`config.mk`:
```
export PLATFORM = sky130hd
export DESIGN_NAME = bf_uart_io
export DESIGN_NICKNAME = d
export VERILOG_FILES = /design/src/rtl/bf_uart_io.sv
export SDC_FILE = /design/constraint.sdc
export NUM_CORES = 1
export LEC_CHECK = 0
export ABC_AREA = 0
export CAP_MARGIN = 25
export CORE_MARGIN = 5
export CORE_UTILIZATION = 50
export DETAILED_ROUTE_END_ITERATION = 10
export GPL_TIMING_DRIVEN = 0
export PLACE_DENSITY = 0.68
export SLEW_MARGIN = 20
export SYNTH_ARGS = -nofsm -noshare
export SYNTH_HDL_FRONTEND = slang
export SYNTH_SLANG_ARGS = --single-unit
```
`constraint.sdc`:
```
create_clock -name clk -period 2.8 [get_ports clk]
set_clock_uncertainty 0.05 [all_clocks]
set_input_delay 0.56 -clock clk [delete_from_list [all_inputs] [get_ports clk]]
set_output_delay 0.56 -clock clk [all_outputs]
set_load 0.02 [all_outputs]
```
`src/rtl/bf_uart_io.sv`:
```
// ---------------------------------------------------------------------------
// bf_uart_io
//
// CPU I/O-port peripheral. Serves the ',' (read) and '.' (write) instructions
// over an 8N1 UART. Writes are serialized onto uart_tx; bytes received on
// uart_rx are buffered in a small FIFO and handed back to reads.
//
// Parameters
//   clk_div     clocks per UART bit (legal 4..65535)
//   rx_fifo_aw  RX FIFO address width, depth = 2**rx_fifo_aw (must be >= 1)
//
// Ports
//   clk           system clock, all logic on posedge
//   rst_n         asynchronous active-low reset
//   io_req        CPU request level, held until io_ack is seen
//   io_dir        0 = read, 1 = write
//   io_wdata      byte to transmit (valid with io_req & io_dir)
//   io_ack        transaction complete, held until io_req falls
//   io_rdata      received byte, stable while io_ack = 1
//   uart_tx       serial out, idle high
//   uart_rx       serial in, asynchronous, idle high
//   tx_busy       TX shifter active
//   rx_overrun    sticky: received byte dropped because the FIFO was full
//   rx_frame_err  sticky: a stop bit was sampled low
// ---------------------------------------------------------------------------
module bf_uart_io #(
   parameter logic [15:0] clk_div    = 16'd434,
   parameter logic [7:0]  rx_fifo_aw = 8'd2
) (
   input  logic       clk,
   input  logic       rst_n,
   input  logic       io_req,
   input  logic       io_dir,
   input  logic [7:0] io_wdata,
   output logic       io_ack,
   output logic [7:0] io_rdata,
   output logic       uart_tx,
   input  logic       uart_rx,
   output logic       tx_busy,
   output logic       rx_overrun,
   output logic       rx_frame_err
);

   localparam int AW    = int'(rx_fifo_aw);
   localparam int DEPTH = 2 ** AW;

   localparam logic [15:0] c_bitLast  = clk_div - 16'd1;
   localparam logic [15:0] c_halfLast = (clk_div >> 1) - 16'd1;
   localparam logic [AW:0] c_ptrOne   = 1;

   typedef enum logic [1:0] {
      BUS_IDLE,
      BUS_WR_WAIT,
      BUS_RD_WAIT,
      BUS_ACK
   } busState_t;

   typedef enum logic [2:0] {
      RX_IDLE,
      RX_START,
      RX_DATA,
      RX_STOP,
      RX_WAIT_HIGH
   } rxState_t;

   busState_t   r_busState;
   busState_t   w_busNext;
   logic        r_ack;
   logic [7:0]  r_rdata;
   logic        w_txLoad;
   logic        w_pop;

   logic        r_txBusy;
   logic [9:0]  r_txShift;
   logic [15:0] r_txCnt;
   logic [3:0]  r_txBitIdx;
   logic        w_txLastCycle;
   logic        w_txReady;

   logic        r_rxSync1;
   logic        r_rxSync2;
   logic        r_rxPrev;
   rxState_t    r_rxState;
   rxState_t    w_rxNext;
   logic [15:0] r_rxCnt;
   logic [2:0]  r_rxBitIdx;
   logic [7:0]  r_rxShift;
   logic        w_rxTick;
   logic        w_rxShiftEn;
   logic        w_rxPush;
   logic        w_rxErr;
   logic        r_rxOverrun;
   logic        r_rxFrameErr;

   logic [7:0]  r_fifoMem [DEPTH];
   logic [AW:0] r_wrPtr;
   logic [AW:0] r_rdPtr;
   logic        w_fifoEmpty;
   logic        w_fifoFull;
   logic        w_fifoWr;

   assign io_ack       = r_ack;
   assign io_rdata     = r_rdata;
   assign uart_tx      = r_txShift[0];
   assign tx_busy      = r_txBusy;
   assign rx_overrun   = r_rxOverrun;
   assign rx_frame_err = r_rxFrameErr;

   // The transmitter counts as ready during the final stop-bit cycle so that a
   // waiting write can load on that edge and its start bit follows with no gap.
   assign w_txLastCycle = r_txBusy && (r_txCnt == 16'd0) && (r_txBitIdx == 4'd9);
   assign w_txReady     = !r_txBusy || w_txLastCycle;

   assign w_fifoEmpty = (r_wrPtr == r_rdPtr);
   assign w_fifoFull  = (r_wrPtr[AW] != r_rdPtr[AW]) &&
                        (r_wrPtr[AW-1:0] == r_rdPtr[AW-1:0]);
   assign w_fifoWr    = w_rxPush && (!w_fifoFull || w_pop);

   // Bus handshake next-state logic. Loads and pops only ever happen on the
   // transition into ACK, so each transaction moves exactly one byte.
   always_comb begin
      w_busNext = r_busState;
      w_txLoad  = 1'b0;
      w_pop     = 1'b0;
      case (r_busState)
         BUS_IDLE: begin
            if (io_req) begin
               if (io_dir) begin
                  if (w_txReady) begin
                     w_txLoad  = 1'b1;
                     w_busNext = BUS_ACK;
                  end else begin
                     w_busNext = BUS_WR_WAIT;
                  end
               end else begin
                  if (!w_fifoEmpty) begin
                     w_pop     = 1'b1;
                     w_busNext = BUS_ACK;
                  end else begin
                     w_busNext = BUS_RD_WAIT;
                  end
               end
            end
         end
         BUS_WR_WAIT: begin
            if (!io_req) begin
               w_busNext = BUS_IDLE;
            end else if (w_txReady) begin
               w_txLoad  = 1'b1;
               w_busNext = BUS_ACK;
            end
         end
         BUS_RD_WAIT: begin
            if (!io_req) begin
               w_busNext = BUS_IDLE;
            end else if (!w_fifoEmpty) begin
               w_pop     = 1'b1;
               w_busNext = BUS_ACK;
            end
         end
         BUS_ACK: begin
            if (!io_req) begin
               w_busNext = BUS_IDLE;
            end
         end
         default: begin
            w_busNext = BUS_IDLE;
         end
      endcase
   end

   // Bus state register. io_ack is a registered copy of the ACK state so it
   // rises one edge after the transaction completes and falls one edge after
   // the dropped request has been sampled.
   always_ff @(posedge clk or negedge rst_n) begin
      if (!rst_n) begin
         r_busState <= BUS_IDLE;
         r_ack      <= 1'b0;
         r_rdata    <= 8'h00;
      end else begin
         r_busState <= w_busNext;
         r_ack      <= (r_busState == BUS_ACK);
         if (w_pop) begin
            r_rdata <= r_fifoMem[r_rdPtr[AW-1:0]];
         end
      end
   end

   // TX shifter: start, 8 data bits LSB first, stop. Ones are shifted in from
   // the top so the line rests high once the frame has drained.
   always_ff @(posedge clk or negedge rst_n) begin
      if (!rst_n) begin
         r_txBusy   <= 1'b0;
         r_txShift  <= '1;
         r_txCnt    <= 16'd0;
         r_txBitIdx <= 4'd0;
      end else if (w_txLoad) begin
         r_txBusy   <= 1'b1;
         r_txShift  <= {1'b1, io_wdata, 1'b0};
         r_txCnt    <= c_bitLast;
         r_txBitIdx <= 4'd0;
      end else if (r_txBusy) begin
         if (r_txCnt == 16'd0) begin
            r_txShift <= {1'b1, r_txShift[9:1]};
            if (r_txBitIdx == 4'd9) begin
               r_txBusy <= 1'b0;
            end else begin
               r_txBitIdx <= r_txBitIdx + 4'd1;
               r_txCnt    <= c_bitLast;
            end
         end else begin
            r_txCnt <= r_txCnt - 16'd1;
         end
      end
   end

   // Two-flop synchronizer on the asynchronous RX line plus one more flop to
   // detect the falling edge of the start bit.
   always_ff @(posedge clk or negedge rst_n) begin
      if (!rst_n) begin
         r_rxSync1 <= 1'b1;
         r_rxSync2 <= 1'b1;
         r_rxPrev  <= 1'b1;
      end else begin
         r_rxSync1 <= uart_rx;
         r_rxSync2 <= r_rxSync1;
         r_rxPrev  <= r_rxSync2;
      end
   end

   // RX next-state logic. The start bit is re-checked at its midpoint to reject
   // glitches; every later sample lands one bit period after the previous one.
   always_comb begin
      w_rxNext    = r_rxState;
      w_rxTick    = (r_rxCnt == 16'd0);
      w_rxShiftEn = 1'b0;
      w_rxPush    = 1'b0;
      w_rxErr     = 1'b0;
      case (r_rxState)
         RX_IDLE: begin
            if (r_rxPrev && !r_rxSync2) begin
               w_rxNext = RX_START;
            end
         end
         RX_START: begin
            if (w_rxTick) begin
               w_rxNext = r_rxSync2 ? RX_IDLE : RX_DATA;
            end
         end
         RX_DATA: begin
            if (w_rxTick) begin
               w_rxShiftEn = 1'b1;
               if (r_rxBitIdx == 3'd7) begin
                  w_rxNext = RX_STOP;
               end
            end
         end
         RX_STOP: begin
            if (w_rxTick) begin
               if (r_rxSync2) begin
                  w_rxPush = 1'b1;
                  w_rxNext = RX_IDLE;
               end else begin
                  w_rxErr  = 1'b1;
                  w_rxNext = RX_WAIT_HIGH;
               end
            end
         end
         RX_WAIT_HIGH: begin
            if (r_rxSync2) begin
               w_rxNext = RX_IDLE;
            end
         end
         default: begin
            w_rxNext = RX_IDLE;
         end
      endcase
   end

   // RX state, bit timer, data shifter and sticky error flags.
   always_ff @(posedge clk or negedge rst_n) begin
      if (!rst_n) begin
         r_rxState    <= RX_IDLE;
         r_rxCnt      <= 16'd0;
         r_rxBitIdx   <= 3'd0;
         r_rxShift    <= 8'h00;
         r_rxOverrun  <= 1'b0;
         r_rxFrameErr <= 1'b0;
      end else begin
         r_rxState <= w_rxNext;
         if (r_rxState == RX_IDLE && w_rxNext == RX_START) begin
            r_rxCnt <= c_halfLast;
         end else if ((r_rxState == RX_START || r_rxState == RX_DATA) && w_rxTick) begin
            r_rxCnt <= c_bitLast;
         end else if (!w_rxTick) begin
            r_rxCnt <= r_rxCnt - 16'd1;
         end
         if (r_rxState == RX_START) begin
            r_rxBitIdx <= 3'd0;
         end else if (w_rxShiftEn) begin
            r_rxBitIdx <= r_rxBitIdx + 3'd1;
         end
         if (w_rxShiftEn) begin
            r_rxShift <= {r_rxSync2, r_rxShift[7:1]};
         end
         if (w_rxPush && w_fifoFull && !w_pop) begin
            r_rxOverrun <= 1'b1;
         end
         if (w_rxErr) begin
            r_rxFrameErr <= 1'b1;
         end
      end
   end

   // FIFO pointers carry one extra wrap bit so full and empty can be told apart.
   // A push into a full FIFO still succeeds when a pop frees the slot that cycle.
   always_ff @(posedge clk or negedge rst_n) begin
      if (!rst_n) begin
         r_wrPtr <= '0;
         r_rdPtr <= '0;
      end else begin
         if (w_fifoWr) begin
            r_wrPtr <= r_wrPtr + c_ptrOne;
         end
         if (w_pop) begin
            r_rdPtr <= r_rdPtr + c_ptrOne;
         end
      end
   end

   // FIFO storage needs no reset; the pointers define which entries are valid.
   always_ff @(posedge clk) begin
      if (w_fifoWr) begin
         r_fifoMem[r_wrPtr[AW-1:0]] <= r_rxShift;
      end
   end

endmodule

```
==> flow_metrics.py, run 1 <==
metrics = {
    "global_routing": {
        "grt_max_degree": 50,
        "grt_pass1_wl_um": 19200,
        "grt_pass1_vias": 3872,
        "grt_usage_pct": 18.7,
        "overflow": 0,
        "antenna_found_initial": 0,
    },
    "timing": {
        "finalHoldViolCount": 0,
        "fin_crit_ps": 2580,
        "tightest_slew_ps": 726,
        "max_slew_margin_pct": 51.2,
        "drv_slew": 0,
        "clock.fmax_ghz": 0.388,
        "final.period_utilization_pct": 92.1,
        "final-setup-viol-count": 0,
        "rsz0062_at_grt": "no",
    },
    "clock_tree": {
        "cts_root_buf": "clkbuf_8",
        "clockBufferDepth": 2,
        "clk_pin_slew_ps": 60,
        "cts_made_buffers": 17,
        "tritoncts": "yes",
        "clkSinkCount": 114,
        "insertion_delay_ps": 520,
        "ctsHtreeMaxLevel": 4,
    },
    "worst_setup_path": {
        "path_max_fanout": 10,
        "worst_setup_path_end_kind": "flip-flop",
        "critPathLaunchType": "flip-flop",
        "cp.required_ps": 3160,
        "r2r_cells": 9,
        "critPathKind": "reg -> reg",
        "arrival_ps": 2940,
    },
    "logic_synthesis": {
        "synth_area_sq_um": 5490,
        "synth_top_area_share_pct": 31.9,
        "synth_ff_type": "dfrtp_1",
        "synth_top_family_by_area": "simple AND/OR/NAND/NOR gates",
        "synthMuxAreaShare_pct": 9.17,
        "yosys-top-cells-area": "dfrtp_1 (32%), edfxtp_1 (18%), dfstp_2 (5.7%)",
        "synthTopCellsByCount": "dfrtp_1 (70), edfxtp_1 (32), a21oi_1 (28)",
        "yosys.area_share.simple_pct": 14.6,
        "syn-num-nets": 487,
        "synthXorXnorAreaFrac_pct": 2.24,
        "synth_cell_type_count": 68,
        "yosysWarnings": 0,
        "synth_fa_ha_area_share_pct": 3.65,
        "synth_area_leader_cell": "dfrtp_1",
        "synth_edf_count": 32,
        "synth_compound_area_share_pct": 12.4,
        "yosysMostFrequentCell": "dfrtp_1",
        "avgSynthCellArea_sq_um": 12.0,
        "seq_area_frac_synth_pct": 55.2,
        "synth_cells": 458,
        "synth_seq_cells": 114,
        "ys_async_sr_fraction_pct": 71.9,
    },
    "route": {
        "top_layer": "met4",
        "drtIter0Drc": 306,
        "wl_met1_um": 5060,
        "drc_errors": 0,
        "vias": 3810,
        "viasPerCell": 5.81,
        "routed_wl_um": 11100,
        "wl_per_cell_um": 16.9,
        "drt-pass1-iter-count": 4,
        "wl_met3_um": 406,
        "drt.antenna.violating_nets": 0,
        "dr_wl_met2_um": 5500,
    },
    "finish": {
        "final_area_sq_um": 6540,
        "fillers": 865,
        "utilization_pct": 60.6,
        "diodes": 0,
        "final_nets": 532,
        "drive_above_1_share_pct": 18.8,
        "syn2layout_area_growth_pct": 19.3,
    },
    "floorplan": {
        "start_util_pct": 50.8,
        "die_h_um": 115,
        "rows": 38,
        "core-area_sq_um": 10800,
        "ios": 26,
        "die_area_sq_um": 13200,
        "fp.dieW_um": 115,
    },
    "worst_hold_path": {
        "hp-class": "reg -> reg",
        "worstHoldPathCells": 0,
    },
    "power_and_ir_drop": {
        "ir_drop_mv": 0.669,
        "p_leak_nw": 2.65,
        "power_density_nw_per_um2": 852,
    },
    "placement": {
        "dpl_cell_area_sq_um": 5930,
        "dp_hpwl_um": 7610,
        "gp_congestion": 0.850,
        "numPortBuffers": 24,
    },
    "run": {
        "maxCapViolations": 0,
    },
    "status": {
        "status": "completed",
    },
}
## power breakdown
part           internal [mW]  leakage, nW  switching (mW)
combinational          0.617         1.07           0.766
sequential              1.90         1.29           0.168
clock                   1.29        0.288           0.830
## worst max-delay path: stages (launching register included)
cell and delay (ps):
dfrtp_1 420, inv_1 80, ha_1 220, or3b_2 450
clkbuf_1 180, o41a_1 490, nor2_2 170, buf_6 160
nor2_1 50, a31o_1 210
## final cells by class
type                       instances  area, sq um  share of cell area, %
buffer                            19         91.3                   1.40
clock buffer                      17          414                   6.33
clock inverter                    15          174                   2.66
inverter                          16         60.1                  0.918
multi-input combinational        309         2320                   35.5
sequential                       114         3030                   46.3
tap                              140          175                   2.68
timing repair buffer              26          275                   4.21
## what timing repair did
item	4_1_cts	5_1_grt
resized for setup	1	3
hold endpoints to repair	24	0
endpoints found under the setup margin	24	23
setup buffers	0	0
hold buffers	1	0
## flip-flops by register name, indices dropped and copies added, names as in the netlist
register,count
r_rxPrev,1
r_busState,2
r_fifoMem,32
r_rxSync2,1
r_rxShift,8
r_rdPtr,3
r_txShift,9
rx_frame_err,1
r_wrPtr,3
r_rxSync1,1
rx_overrun,1
r_txBitIdx,4
r_txCnt,16
r_rxState,3
io_rdata,8
io_ack,1
tx_busy,1
r_rxBitIdx,3
r_rxCnt,16
## per-stage QoR
step / TNS (ps) / cells / total power [mW] / hold slack, ps / setup WS, ps
after detailed placement: -1630 / 623 / 3.48 / 301 / -79.6
after floorplan: 0 / 458 / 3.04 / 214 / 333
final: 0 / 656 / 5.58 / 308 / 221
after global routing: 0 / 656 / 5.90 / 310 / 42.9
after CTS: 0 / 656 / 5.64 / 310 / 51.8
after global placement: -139860 / 622 / 3.42 / 296 / -1830
## cells by family after synthesis
logic type	after synthesis
and+or+nand+nor	138
DFF	114
AOI/OAI and AO/OA	103
muxes	38
buffers and inverters	35
adders and majority gates	16
xor gates and xnor gates	14
## layout by cell type (no fill, tap or decap), drive strengths merged, types with 10 or more instances in the layout
| master | n |
|---|---|
| a21oi | 28 |
| buf | 10 |
| clkbuf | 28 |
| clkdlybuf4s50 | 23 |
| dfrtp | 70 |
| dfstp | 12 |
| edfxtp | 32 |
| ha | 16 |
| inv | 23 |
| mux2 | 18 |
| mux2i | 12 |
| nand2 | 17 |
| nand3 | 19 |
| nor2 | 26 |
| nor3 | 16 |
| nor4 | 11 |
| o21ai | 28 |
## final timing paths
| check | endpoint | startpoint | slack (ps) |
|---|---|---|---|
| max reg2reg | r_txCnt[11]$_DFFE_PN0P_ | r_txCnt[0]$_DFFE_PN0P_ | 220 |
| max in group asynchronous | r_rxSync1$_DFF_PN1_ | rst_n | 1560 |
| max | r_txCnt[11]$_DFFE_PN0P_ | r_txCnt[0]$_DFFE_PN0P_ | 220 |
| min | r_rxSync2$_DFF_PN1_ | r_rxSync1$_DFF_PN1_ | 310 |
| min reg2reg | r_rxSync2$_DFF_PN1_ | r_rxSync1$_DFF_PN1_ | 310 |
| min in group asynchronous | io_ack$_DFF_PN0_ | rst_n | 480 |
## routing by layer
metal  track usage [%]  vias up
met5                 0        -
met3              4.89        8
met4              7.36        0
met1              24.9     1906
li1                  -     1834
met2              29.5       62
Power figures use the tool's default switching activity.
==> run 2: changes to the inputs <==
SKIP_CTS_REPAIR_TIMING = 1   (was unset)
SLEW_MARGIN = 5   (was 20)
==> flow_metrics.py, run 2 (synthesis gave the netlist of run 1 again) <==
metrics = {
    "status": {
        "status": "completed",
    },
    "worst_setup_path": {
        "critPathKind": "reg -> reg",
        "path_max_fanout": 8,
        "r2r-end": "r_fifoMem[0][7]$_DFFE_PP_",
        "rr_startpoint": "r_rxCnt[11]$_DFFE_PN0P_",
        "arrival_ps": 2760,
        "cp.required_ps": 2950,
        "r2r_slack_ps": 190,
        "critPathLaunchType": "flip-flop",
        "r2r_cells": 6,
        "worst_setup_path_end_kind": "flip-flop",
    },
    "global_routing": {
        "grt_max_degree": 50,
        "overflow": 0,
        "grt_usage_pct": 19.1,
        "grt_pass1_vias": 3936,
        "grt_pass1_wl_um": 19600,
        "antenna_found_initial": 0,
    },
    "timing": {
        "finalHoldViolCount": 0,
        "hold_slack_ps": 304,
        "fin_crit_ps": 2610,
        "final-setup-viol-count": 0,
        "tightest_slew_ps": 649,
        "rsz0062_at_grt": "no",
        "clock.fmax_ghz": 0.384,
        "max_slew_margin_pct": 56.4,
        "final.setup.worst_slack_ps": 193,
        "drv_slew": 0,
        "final.period_utilization_pct": 93.1,
        "fin_tns_setup_ps": 0,
    },
    "placement": {
        "numPortBuffers": 24,
        "gp_congestion": 0.850,
        "dpl_worst_slack_ps": -48.9,
        "dp_hpwl_um": 7650,
    },
    "finish": {
        "diodes": 0,
        "final_nets": 533,
        "syn2layout_area_growth_pct": 19.8,
        "utilization_pct": 60.9,
        "final_cell_mix": "dfrtp_1 (70), edfxtp_1 (32), a21oi_1 (28)",
        "largest_register_ffs": 32,
        "fillers": 866,
        "mostFrequentLayoutCell": "dfrtp_1",
        "drive_above_1_share_pct": 19.1,
    },
    "clock_tree": {
        "cts_root_buf": "clkbuf_8",
        "clockBufferDepth": 2,
        "clk_pin_slew_ps": 60,
        "insertion_delay_ps": 520,
        "tritoncts": "yes",
        "ctsHtreeMaxLevel": 4,
        "cts_made_buffers": 17,
        "clkSinkCount": 114,
    },
    "route": {
        "routed_wl_um": 11400,
        "drc_errors": 0,
        "wl_met1_um": 5050,
        "dr_wl_met2_um": 5750,
        "viasPerCell": 5.87,
        "wl_per_cell_um": 17.3,
        "drtIter0Drc": 339,
        "wl_met3_um": 407,
        "drt-pass1-iter-count": 4,
        "top_layer": "met4",
        "drt.antenna.violating_nets": 0,
        "vias": 3854,
    },
    "power_and_ir_drop": {
        "pwr-share-seq_pct": 36.5,
        "finalPower_mw": 5.67,
        "internal_power_mw": 3.90,
        "swShare_pct": 31.3,
        "pwr-share-clk_pct": 38.9,
        "ir_drop_mv": 0.553,
        "power.switching_mw": 1.77,
        "p_leak_nw": 2.67,
        "comb_power_share_pct": 24.6,
        "power_density_nw_per_um2": 863,
    },
    "floorplan": {
        "fp.dieW_um": 115,
        "core-area_sq_um": 10800,
        "die_area_sq_um": 13200,
        "die_h_um": 115,
        "ios": 26,
        "start_util_pct": 50.8,
        "rows": 38,
    },
    "run": {
        "maxCapViolations": 0,
    },
    "worst_hold_path": {
        "holdCritStartpoint": "r_rxSync1$_DFF_PN1_",
        "whs_endpoint": "r_rxSync2$_DFF_PN1_",
        "hp-class": "reg -> reg",
        "worstHoldPathCells": 0,
    },
}
run 2: final cells by class:
type                       instances  area (sq um)  share of cell area, %
buffer                            19          91.3                   1.39
timing repair buffer              27           283                   4.30
clock buffer                      17           414                   6.30
clock inverter                    15           193                   2.93
inverter                          16          60.1                  0.914
multi-input combinational        309          2330                   35.4
tap                              140           175                   2.66
sequential                       114          3030                   46.1
run 2: metrics by stage:
stage,instance area (sq um),cells
4_1_cts,6540,656
6_report,6570,657
2_1_floorplan,5490,458
3_3_place_gp,5900,622
3_5_place_dp,5930,624
5_1_grt,6570,657
run 2: how the worst max path moves through the flow:
| stage | from | endpoint | cells after the start |
|---|---|---|---|
| after floorplan | r_rxCnt[11]$_DFFE_PN0P_ | r_fifoMem[3][0]$_DFFE_PP_ | 4 |
| after global placement | rst_n | r_rxShift[2]$_DFFE_PN0P_ | 1 |
| after detailed placement | io_dir | r_fifoMem[3][4]$_DFFE_PP_ | 6 |
| after CTS | r_rxCnt[3]$_DFFE_PN0P_ | r_fifoMem[2][6]$_DFFE_PP_ | 5 |
| after global routing | r_txCnt[7]$_DFFE_PN0P_ | r_txCnt[12]$_DFFE_PN0P_ | 5 |
| final | r_rxCnt[11]$_DFFE_PN0P_ | r_fifoMem[0][7]$_DFFE_PP_ | 6 |
run 2: layer usage:
layer / GRT usage, % / vias to the layer above
li1: - / 1833
met1: 24.7 / 1940
met2: 31.3 / 66
met3: 5.05 / 15
met4: 6.81 / 0
met5: 0 / -
run 2: worst max-delay path: stages (launching register included):
cell     delay [ps]
dfrtp_1         430
or4_1           600
or2_1           250
buf_6           150
nor2_4          190
and4b_2         310
and2_2          310
run 2: power by group through the flow:
stage	Combinational, mW	Sequential [mW]	Clock, mW
finish	1.40	2.07	2.20
global route	1.54	2.10	2.33
CTS	1.40	2.06	2.24
detailed placement	1.39	2.09	0
global placement	1.34	2.08	0
floorplan	0.914	2.13	0
